==> src/rtl/mem_arbiter.sv <==
// Two-requester round-robin front end for a single-port synchronous memory.
// After reset it can sweep every location to INIT_VALUE before granting accesses.
module mem_arbiter #(
  parameter int                    DATA_WIDTH = 8,
  parameter int                    ADDR_WIDTH = 8,
  parameter int                    INIT_EN    = 1,
  parameter logic [DATA_WIDTH-1:0] INIT_VALUE = '0
) (
  input  logic                  clk,
  input  logic                  rst_n,
  input  logic                  a_req,
  input  logic                  a_we,
  input  logic [ADDR_WIDTH-1:0] a_addr,
  input  logic [DATA_WIDTH-1:0] a_wdata,
  output logic                  a_gnt,
  output logic                  a_rvalid,
  output logic [DATA_WIDTH-1:0] a_rdata,
  input  logic                  b_req,
  input  logic                  b_we,
  input  logic [ADDR_WIDTH-1:0] b_addr,
  input  logic [DATA_WIDTH-1:0] b_wdata,
  output logic                  b_gnt,
  output logic                  b_rvalid,
  output logic [DATA_WIDTH-1:0] b_rdata,
  output logic                  mem_cs,
  output logic                  mem_we,
  output logic                  mem_re,
  output logic [ADDR_WIDTH-1:0] mem_addr,
  output logic [DATA_WIDTH-1:0] mem_din,
  input  logic [DATA_WIDTH-1:0] mem_dout,
  output logic                  init_done
);

  typedef enum logic {S_INIT, S_RUN} state_t;

  localparam state_t RESET_STATE = (INIT_EN != 0) ? S_INIT : S_RUN;

  state_t                state_q, state_d;
  logic [ADDR_WIDTH-1:0] init_cnt_q, init_cnt_d;
  logic                  rr_ptr_q, rr_ptr_d;   // 0 = A has priority, 1 = B
  logic                  a_rvalid_q, b_rvalid_q;
  logic                  init_done_q;

  always_ff @(posedge clk or negedge rst_n) begin
    if (!rst_n) begin
      state_q     <= RESET_STATE;
      init_cnt_q  <= '0;
      rr_ptr_q    <= 1'b0;
      a_rvalid_q  <= 1'b0;
      b_rvalid_q  <= 1'b0;
      init_done_q <= (INIT_EN == 0);
    end else begin
      state_q     <= state_d;
      init_cnt_q  <= init_cnt_d;
      rr_ptr_q    <= rr_ptr_d;
      a_rvalid_q  <= a_gnt & ~a_we;
      b_rvalid_q  <= b_gnt & ~b_we;
      // Registered from the next state so it lines up with the first RUN cycle.
      init_done_q <= (state_d == S_RUN);
    end
  end

  always_comb begin
    state_d    = state_q;
    init_cnt_d = init_cnt_q;
    rr_ptr_d   = rr_ptr_q;
    a_gnt      = 1'b0;
    b_gnt      = 1'b0;
    mem_cs     = 1'b0;
    mem_we     = 1'b0;
    mem_re     = 1'b0;
    mem_addr   = '0;
    mem_din    = '0;

    case (state_q)
      S_INIT: begin
        mem_cs     = 1'b1;
        mem_we     = 1'b1;
        mem_addr   = init_cnt_q;
        mem_din    = INIT_VALUE;
        init_cnt_d = init_cnt_q + 1'b1;
        if (init_cnt_q == '1) begin
          state_d = S_RUN;
        end
      end
      default: begin
        if (a_req && (!b_req || !rr_ptr_q)) begin
          a_gnt = 1'b1;
        end else if (b_req) begin
          b_gnt = 1'b1;
        end

        if (a_gnt) begin
          mem_cs   = 1'b1;
          mem_we   = a_we;
          mem_re   = ~a_we;
          mem_addr = a_addr;
          mem_din  = a_wdata;
          rr_ptr_d = 1'b1;
        end else if (b_gnt) begin
          mem_cs   = 1'b1;
          mem_we   = b_we;
          mem_re   = ~b_we;
          mem_addr = b_addr;
          mem_din  = b_wdata;
          rr_ptr_d = 1'b0;
        end
      end
    endcase
  end

  assign a_rvalid  = a_rvalid_q;
  assign b_rvalid  = b_rvalid_q;
  assign a_rdata   = mem_dout;
  assign b_rdata   = mem_dout;
  assign init_done = init_done_q;

endmodule

==> config.mk <==
export PLATFORM = sky130hd
export DESIGN_NAME = mem_arbiter
export DESIGN_NICKNAME = d
export VERILOG_FILES = /design/src/rtl/mem_arbiter.sv
export SDC_FILE = /design/constraint.sdc
export NUM_CORES = 1
export LEC_CHECK = 0
export ABC_AREA = 1
export BUFFER_PORTS_ARGS = -buffer_cell sky130_fd_sc_hd__buf_2
export CAP_MARGIN = 30
export CELL_PAD_IN_SITES_DETAIL_PLACEMENT = 1
export CELL_PAD_IN_SITES_GLOBAL_PLACEMENT = 2
export CORE_MARGIN = 3
export CORE_UTILIZATION = 18
export CTS_BUF_LIST = sky130_fd_sc_hd__clkbuf_16
export DETAILED_ROUTE_END_ITERATION = 8
export PLACE_DENSITY_LB_ADDON = 0.2
export SLEW_MARGIN = 20
export SYNTH_ARGS = -nofsm -noshare
export SYNTH_HDL_FRONTEND = slang
export SYNTH_SLANG_ARGS = --single-unit
export TNS_END_PERCENT = 10
==> constraint.sdc <==
create_clock -name clk -period 2.1 [get_ports clk]
set_input_delay 0.315 -clock clk [delete_from_list [all_inputs] [get_ports clk]]
set_output_delay 0.315 -clock clk [all_outputs]
set_load 0.03 [all_outputs]
Word-level counts from Yosys, hierarchy flattened
Index checks and enable logic that the tools add are counted.
Storage, ports and cells
  flip-flop bits (word level): 12
  latch bits: 0
  memory bits (writable): 0
  bits in read-only memories: 0
  input port bits: 46
  output and inout port bits: 40
  word-level logic and storage cells: 43
  memories kept: 0
Operators by class
  add/sub/neg operators: 1
  $mul: 0
  divide/modulo/power cells: 0
  order comparisons: 0
  equality and inequality tests: 1
  shift-type cells: 0
  muxes and demuxes: 26
  bitwise gates (word level): 4
  reduce and logical (&&, ||, !) cells: 6
Operators with widths (count)
  8-bit two-way mux: 6
  1-bit two-way mux: 20
  8-bit by 1-bit adder with 8-bit output, second input constant: 1
  8-bit equality test, second input constant: 1
  1-bit AND: 2
  1-bit zero test: 2
  1-bit inverter: 2
  2-bit AND reduction: 1
  2-bit nonzero test: 1
  1-bit logical AND: 1
  1-bit logical OR: 1

Depth between registers and ports, before layout
Gate-level depths: netlist of the first run.
  depth after elaboration: 8
  depth in mapped cells: 7
  gate-level depth less buffers: 6

Least setup slack after synthesis of the first run
Ideal clock, no wire load.
  kind: reg-to-output
  start point: reg init_done (netlist name)
  end point: out mem_din[0]
  arrival time: 1.534 ns
  required time: 1.785 ns
  setup slack: 0.251 ns
  stages on the path, launching flop included: 5
  cells stage by stage: dfrtp_1 -> inv_2 -> nor2_2 -> nand2_1 -> nand2_1
RTL lines
  end: declaration: RTL line 29  | output logic [DATA_WIDTH-1:0] mem_din,

Worst setup path in the final report of the first run
  start point: reg rr_ptr_q
  end point: out mem_addr[7]
Between the ends
  cells in the longest elaborated chain, start to end: 8
RTL lines
  start: declaration: RTL line 40  | logic rr_ptr_q, rr_ptr_d;
  start signal: assignment: RTL line 55  | rr_ptr_q <= rr_ptr_d;
  1-bit zero test *: RTL line 87  | if (a_req && (!b_req || !rr_ptr_q)) begin
  1-bit logical OR *: RTL line 87
  1-bit logical AND *: RTL line 87
  1-bit two-way mux: RTL line 87
  1-bit two-way mux: RTL line 75  | case (state_q)
  8-bit two-way mux: RTL line 100  | end else if (b_gnt) begin
  8-bit two-way mux *: RTL line 93  | if (a_gnt) begin
  8-bit two-way mux *: RTL line 75
  end: declaration: RTL line 28  | output logic [ADDR_WIDTH-1:0] mem_addr,
Mark *: on every way between the ends. The rest lies on a longest branch, timed or not. The select of a mux whose other input is x is not followed.

==> results.cfg, run 1 <==
[logic_synthesis]
avgSynthCellArea_um2 = 6.39
synth_area_mm2 = 0.00103
ys_warn_count = 0
ys_types = 22
syn_inst = 161
synth_nets = 208
synth_seq_area_share = 0.292
synth-seq-cells = 12

[routing]
wl_per_cell_um = 12.4
dr.pass1.iters = 4
vias = 1127
vias_per_cell = 4.05
drt_wl_total_mm = 3.44
antenna_left = 0
drcViolationCount = 0
drt_iter0_markers = 15

[run]
maxCapViolCount = 0

[sta]
post-route-period-util = 0.917
tns_ns = 0
fmax_mhz = 519
rsz0062_at_grt = false
hold-worst-slack_ns = 0.250
worstMarginPinSlew_ns = 0.383
final-setup-viol-count = 0
skew_ns = 0.000508
relSlewSlack = 0.744
layout_min_cycle_time_ns = 1.93
slew_violations = 0
worst_slack_ns = 0.173
hold_viol = 0

[clock_tree]
clock_latency_ns = 0.24
h-tree-depth = 1
cts_sinks = 12
ctsRootBufferMaster = clkbuf_16
clkTransAtPathRegs_ns = 0.04
cts_buffers = 3
ctsResizeCount = 0
cts_tree = done
cts.path.max_buffers = 2

[hold_path]
min_to = a_rvalid$_DFF_PN0_
hp-start = a_we
holdPathStages = 2
hp-class = in2reg

[critical_path]
cp_slowest_cell = dfrtp_1
r2r_end = init_cnt_q[3]$_DFFE_PN0N_
max_stage_delay_ns = 0.39
critical_path_peak_fanout = 16
critPathArrivalTime_ns = 1.61
critPathLaunchType = register
r2r_slack_ns = 0.75
r2r_start = init_done$_DFF_PN0_
crit_path_cell_trace = nand2_4 > nand2_4 > nand2_2 > nor2_4 > nand2_1 > nand2_1 > buf_2
r2r_cells = 6
crit_buf_inv = 1
cp.required_ns = 1.78
critPathCaptureType = output port
cpLargestDelayFamily = simple AND/OR/NAND/NOR gates
path_class = reg2out

[power_and_ir_drop]
vdd_drop_max_mv = 0.208
finalPower_uw = 642
p_comb_frac = 0.100
seqPwrFrac = 0.366
switching_share = 0.203
powerDensity_mw_per_mm2 = 466
p_switching_uw = 130
clkPwrFrac = 0.534
cellInternalPower_uw = 512
p_leak_nw = 0.821

[global_routing]
grt_pass1_wl_mm = 5.15
grt_antenna_before_repair = 0
grt_pass1_vias = 1125
grt_max_degree = 17
grt_use_total = 0.101
grt_overflow = 0

[die]
die_w_um = 81.6
dieArea_mm2 = 0.00666
initial_core_util = 0.194
die_h_um = 81.6
rows = 26
core_mm2 = 0.00530
ios = 86

[placement]
gp_congestion = 0.716
place_ws_ns = 0.313
dpl_cell_area_mm2 = 0.00129
hpwl_mm = 2.81
dp.cells = 274
portBuffers = 61

[layout]
nNetsFinal = 257
diodes = 0
final_area_mm2 = 0.00138
syn_to_final_growth_pct = 34.1
finish.utilization = 0.260
final_cells = 278
layout-drive-gt1-share = 0.356

[status]
status = finished, final reports clean
==> cell usage after synthesis <==
cell type	n	area [um^2]
nor2_4	1	11.3
nor2_1	8	30.0
nand3_1	8	40.0
ha_1	1	12.5
nand4_1	8	50.1
nand2_4	2	22.5
nor3_1	1	5.00
inv_2	1	3.75
nand3b_1	1	7.51
xnor2_1	3	26.3
inv_1	15	56.3
nand2_1	71	267
nand2_2	2	12.5
a21oi_1	2	10.0
clkbuf_1	3	11.3
nor2_2	1	6.26
buf_4	16	120
or2_2	1	6.26
buf_6	1	11.3
o21ai_0	2	10.0
dfrtp_1	12	300
xor2_1	1	8.76
==> routing by layer <==
| layer | wire length [um] | global-route usage | share of wire |
|---|---|---|---|
| met5 | 0 | 0 | 0 |
| met4 | 35 | 0.0415 | 0.010 |
| met3 | 395 | 0.0241 | 0.11 |
| met2 | 1520 | 0.174 | 0.44 |
| met1 | 1490 | 0.119 | 0.43 |
==> flip-flops by register name, indices dropped and copies added (netlist names) <==
name / count
rr_ptr_q: 1
init_done: 1
b_rvalid: 1
init_cnt_q: 8
a_rvalid: 1
==> worst reg2reg max path: cells and delay by family (launching register included) <==
family / cells / cell delay [ns]
buffers and inverters: 3 / 0.41
xor gates and xnor gates: 1 / 0.15
DFF: 1 / 0.38
and+or+nand+nor: 2 / 0.31
==> area by class of cell <==
class	count	area, um^2
inverters	16	60.1
multi-input cells	113	526
repair buffers	64	330
flip-flops and latches	12	300
clock buffers	3	75.1
fillers	705	3920
well taps	70	87.6
==> cells in the final DEF, fill, tap and decap left out, drive strengths merged <==
cell,n
xnor2,3
buf,63
nor2,10
dfrtp,12
clkbuf,3
xor2,1
a21oi,2
nand2,75
nor3,1
nand3b,1
nand4,8
nand3,8
o21ai,2
inv,16
dlygate4sd3,1
or2,1
ha,1
==> logic make-up (layout without fill, tap and decap cells) <==
family,after synthesis,after routing,share of synthesized area
AOI/OAI and AO/OA,4,4,0.0195
xor gates and xnor gates,4,4,0.0341
adders and majority gates,1,1,0.0122
buffers and inverters,36,83,0.197
DFF,12,12,0.292
and+or+nand+nor,104,104,0.445
==> power by group through the flow <==
stage	Sequential [mW]	Clock [mW]	Combinational (mW)
2_1_floorplan	0.238	0	0.0742
3_3_place_gp	0.238	0	0.0644
3_5_place_dp	0.238	0	0.0644
4_1_cts	0.235	0.358	0.0660
5_1_grt	0.234	0.372	0.0726
6_report	0.235	0.343	0.0645
==> how the worst max path moves through the flow <==
stage,start,end,slack (ns),cells past startpoint
6_report,rr_ptr_q$_DFFE_PN0P_,mem_addr[7],0.17,7
2_1_floorplan,init_done$_DFF_PN0_,mem_din[0],0.25,4
3_5_place_dp,b_req,mem_din[0],0.31,8
4_1_cts,rr_ptr_q$_DFFE_PN0P_,mem_addr[2],0.15,7
5_1_grt,rr_ptr_q$_DFFE_PN0P_,mem_addr[2],0.04,7
3_3_place_gp,b_req,mem_din[3],0.33,8
==> repair_timing <==
item                                    4_1_cts  5_1_grt
endpoints found under the setup margin        0        0
hold endpoints to repair                     12        0
buffers inserted                              0        0
hold buffers                                  1        0
Power figures use the tool's default switching activity.
==> run 2, diff against run 1 <==
--- a/config.mk
+++ b/config.mk
@@ -11,10 +11,10 @@
 export CELL_PAD_IN_SITES_DETAIL_PLACEMENT = 1
 export CELL_PAD_IN_SITES_GLOBAL_PLACEMENT = 2
 export CORE_MARGIN = 3
-export CORE_UTILIZATION = 18
-export CTS_BUF_LIST = sky130_fd_sc_hd__clkbuf_16
+export CORE_UTILIZATION = 19
+export CTS_BUF_LIST = sky130_fd_sc_hd__clkbuf_8
 export DETAILED_ROUTE_END_ITERATION = 8
-export PLACE_DENSITY_LB_ADDON = 0.2
+export PLACE_DENSITY_LB_ADDON = 0.15
 export SLEW_MARGIN = 20
 export SYNTH_ARGS = -nofsm -noshare
 export SYNTH_HDL_FRONTEND = slang
==> results.cfg, run 2 (synthesized netlist as in run 1, its figures left out) <==
[layout]
final_common_cell = nand2_1
diodes = 0
syn_to_final_growth_pct = 34.1
largest_reg_flops = 8
top_register = init_cnt_q
layout-drive-gt1-share = 0.362
fillers = 685
layout_common_cells = nand2_1, buf_2, inv_1
nNetsFinal = 258

[clock_tree]
cts.path.max_buffers = 2
cts_buffers = 3
h-tree-depth = 1
clock_latency_ns = 0.24
clkTransAtPathRegs_ns = 0.05
cts_tree = done
cts_sinks = 12
ctsRootBufferMaster = clkbuf_8

[placement]
gp_congestion = 0.747
place_ws_ns = 0.305
hpwl_mm = 2.86
portBuffers = 61

[sta]
final-setup-viol-count = 0
slew_violations = 0
fmax_mhz = 528
layout_min_cycle_time_ns = 1.89
tns_ns = 0
skew_ns = 0.00156
worst_slack_ns = 0.206
post-route-period-util = 0.902
rsz0062_at_grt = false
relSlewSlack = 0.735
hold_viol = 0
worstMarginPinSlew_ns = 0.398

[routing]
dr.pass1.iters = 3
antenna_left = 0
vias_per_cell = 4.02
drcViolationCount = 0
wl_per_cell_um = 12.3
vias = 1125
drt_iter0_markers = 17
drt_wl_total_mm = 3.45

[die]
dieArea_mm2 = 0.00633
initial_core_util = 0.199
die_h_um = 79.6
ios = 86
rows = 26
core_mm2 = 0.00517
die_w_um = 79.6

[power_and_ir_drop]
vdd_drop_max_mv = 0.283
finalPower_uw = 555
p_leak_nw = 0.821
powerDensity_mw_per_mm2 = 403

[hold_path]
hp-class = in2reg
hp-start = a_we

[critical_path]
critical_path_peak_fanout = 10
critPathLaunchType = register
critPathArrivalTime_ns = 1.58
critPathCaptureType = output port
r2r_start = init_done$_DFF_PN0_
startpoint = rr_ptr_q$_DFFE_PN0P_
cp.required_ns = 1.78
path_class = reg2out

[status]
status = finished, final reports clean

[global_routing]
grt_antenna_before_repair = 0
grt_overflow = 0
grt_pass1_vias = 1199
grt_max_degree = 17
grt_pass1_wl_mm = 5.68
grt_use_total = 0.113

[run]
maxCapViolCount = 0
-- run 2: cell types whose count changed in the layout (fill, tap and decap cells not counted) --
cell	delta
buf_12	+1
clkbuf_16	-3
clkbuf_8	+4
-- run 2: per-stage QoR --
step           hold slack, ns  instance area (um^2)  utilization  cells
5_1_grt                 0.256                  1380        0.267    280
4_1_cts                 0.247                  1360        0.263    279
3_3_place_gp            0.216                  1290        0.250    274
3_5_place_dp            0.219                  1290        0.250    274
6_report                0.247                  1380        0.267    280
2_1_floorplan          0.0194                  1030            -    161
-- run 2: final timing paths --
path / to / slack (ns) / cells after the start
max: mem_din[5] / 0.21 / 6
min: a_rvalid$_DFF_PN0_ / 0.25 / 2
min reg2reg: init_cnt_q[4]$_DFFE_PN0N_ / 0.50 / 1
min in group asynchronous: init_cnt_q[7]$_DFFE_PN0N_ / 0.48 / 2
max in group asynchronous: init_cnt_q[6]$_DFFE_PN0N_ / 1.40 / 2
max reg2reg: init_cnt_q[3]$_DFFE_PN0N_ / 0.72 / 6
-- run 2: critical path: stages, from the launching register on --
cell and delay, ns:
dfrtp_1 0.40, nand2_4 0.13, nand2_4 0.08, nor2_2 0.33
nand2_1 0.11, nand2_1 0.09, buf_2 0.19
-- run 2: cell type report --
| type | count | area, um^2 | share of cell area |
|---|---|---|---|
| clock buffers | 4 | 55.1 | 0.0399 |
| inverters | 16 | 60.1 | 0.0436 |
| multi-input cells | 113 | 526 | 0.381 |
| flip-flops and latches | 12 | 300 | 0.218 |
| well taps | 70 | 87.6 | 0.0635 |
| repair buffers | 65 | 350 | 0.254 |
-- run 2: what timing repair did --
action,4_1_cts,5_1_grt
endpoints found under the hold margin,12,0
setup buffers,0,1
endpoints found under the setup margin,0,1
resized for setup,0,0
hold buffers,1,0
-- run 2: routing by layer --
| metal | wire, um | track usage |
|---|---|---|
| met4 | 87 | 0.0533 |
| met1 | 1490 | 0.132 |
| met3 | 287 | 0.0203 |
| met2 | 1590 | 0.197 |
| met5 | 0 | 0 |
-- run 2: report_power, final --
| part | internal [mW] | switching [mW] | total (mW) |
|---|---|---|---|
| clock network | 0.166 | 0.0906 | 0.256 |
| logic | 0.0310 | 0.0340 | 0.0650 |
| registers | 0.233 | 0.00125 | 0.234 |
| total | 0.429 | 0.126 | 0.555 |
==> run 3, diff against run 2 <==
--- a/config.mk
+++ b/config.mk
@@ -10,11 +10,11 @@
 export CAP_MARGIN = 30
 export CELL_PAD_IN_SITES_DETAIL_PLACEMENT = 1
 export CELL_PAD_IN_SITES_GLOBAL_PLACEMENT = 2
-export CORE_MARGIN = 3
 export CORE_UTILIZATION = 19
 export CTS_BUF_LIST = sky130_fd_sc_hd__clkbuf_8
 export DETAILED_ROUTE_END_ITERATION = 8
 export PLACE_DENSITY_LB_ADDON = 0.15
+export RECOVER_POWER = 100
 export SLEW_MARGIN = 20
 export SYNTH_ARGS = -nofsm -noshare
 export SYNTH_HDL_FRONTEND = slang
==> results.cfg, run 3 (synthesized netlist as in run 1, its figures left out) <==
[clock_tree]
cts_sinks = 12
cts_buffers = 3
clkTransAtPathRegs_ns = 0.05
ctsRootBufferMaster = clkbuf_8
postCtsSetupBuffers = 0
cts_tree = done
clock_latency_ns = 0.24
cts.path.max_buffers = 2
h-tree-depth = 1

[critical_path]
cp.required_ns = 1.78
critPathCaptureType = output port
r2r_start = init_done$_DFF_PN0_
path_class = reg2out
r2r_slack_ns = 0.74
critPathLaunchType = register
critical_path_peak_fanout = 16
r2r_end = init_cnt_q[7]$_DFFE_PN0N_
r2r_cells = 6
critPathArrivalTime_ns = 1.61

[layout]
top_register = init_cnt_q
syn_to_final_growth_pct = 30.3
final_common_cell = nand2_1
layout-drive-gt1-share = 0.313
multi_input_area_um2 = 526
regArea_um2 = 300
diodes = 0
layout_common_cells = nand2_1, buf_2, inv_1
largest_reg_flops = 8
fillers = 687
nNetsFinal = 256

[hold_path]
hp-start = a_we
min_to = a_rvalid$_DFF_PN0_
holdPathStages = 2
hp-class = in2reg

[sta]
fmax_mhz = 520
rsz0062_at_grt = false
tns_ns = 0
hold-worst-slack_ns = 0.245
hold_viol = 0
post-route-period-util = 0.916
worstMarginPinSlew_ns = 0.671
slew_violations = 0
skew_ns = 0.00135
relSlewSlack = 0.552
layout_min_cycle_time_ns = 1.92
final-setup-viol-count = 0

[status]
status = finished, final reports clean

[power_and_ir_drop]
powerDensity_mw_per_mm2 = 409
p_leak_nw = 0.773
vdd_drop_max_mv = 0.293

[placement]
gp_congestion = 0.819
portBuffers = 61
hpwl_mm = 2.69

[routing]
antenna_left = 0
drcViolationCount = 0
drt_iter0_markers = 23
dr.pass1.iters = 4
vias_per_cell = 4.09
wl_per_cell_um = 11.7
vias = 1136
drt_wl_total_mm = 3.26

[global_routing]
grt_pass1_vias = 1049
grt_pass1_wl_mm = 4.71
grt_use_total = 0.113
grt_overflow = 0
grt_max_degree = 19
grt_antenna_before_repair = 0

[die]
core_mm2 = 0.00517
die_h_um = 75.6
rows = 26
dieArea_mm2 = 0.00571
initial_core_util = 0.199
die_w_um = 75.6
ios = 86

[run]
maxCapViolCount = 0
[run 3: changes by cell type in the layout (fill, tap and decap cells not counted), sizes merged]
| cell | change |
|---|---|
| clkbuf | +22 |
| buf | -24 |
[run 3: cell type report]
class	count	share of cell area
Tap cell	70	0.0654
Inverter	16	0.0448
Timing Repair Buffer	63	0.232
Clock buffer	4	0.0411
Multi-Input combinational cell	113	0.392
Sequential cell	12	0.224
[run 3: per-stage QoR]
step	instance area (um^2)	utilization	std cells	total power [mW]	setup slack [ns]
after floorplan	1030	-	161	0.312	0.251
after global placement	1290	0.249	273	0.301	0.360
after detailed placement	1290	0.249	273	0.302	0.291
after CTS	1350	0.261	278	0.561	0.126
after global routing	1340	0.259	278	0.574	0.00548
final	1340	0.259	278	0.548	0.176
[run 3: worst max-delay path by stage]
stage,startpoint,to,slack [ns]
6_report,rr_ptr_q$_DFFE_PN0P_,mem_din[5],0.18
5_1_grt,rr_ptr_q$_DFFE_PN0P_,mem_din[5],0.005
4_1_cts,rr_ptr_q$_DFFE_PN0P_,mem_din[5],0.13
3_5_place_dp,b_req,mem_din[5],0.29
3_3_place_gp,b_req,mem_din[0],0.36
2_1_floorplan,init_done$_DFF_PN0_,mem_din[0],0.25
[run 3: worst max-delay path, stage by stage, from the launching register on]
cell     delay, ns
dfrtp_1       0.38
nand2_4       0.11
nand2_4       0.10
nand2_2       0.07
nor2_4        0.30
nand2_1       0.12
nand2_1       0.08
buf_2         0.19
[run 3: timing repair]
action                                  CTS  global route
hold buffers                              1             0
hold endpoints to repair                 12             0
resized for setup                         0             0
endpoints found under the setup margin    0             0
[run 3: where the power goes]
| part | leakage, nW | switching, mW | internal, mW |
|---|---|---|---|
| clock | 0.0288 | 0.0846 | 0.166 |
| sequential | 0.150 | 0.00125 | 0.233 |
| combinational | 0.594 | 0.0334 | 0.0307 |
[run 3: routing by layer]
| layer | GRT usage | share of wire | vias up |
|---|---|---|---|
| met4 | 0.0761 | 0.031 | 0 |
| met5 | 0 | 0 | - |
| met1 | 0.123 | 0.41 | 503 |
| met2 | 0.201 | 0.47 | 48 |
| met3 | 0.0172 | 0.082 | 12 |
| li1 | - | - | 573 |
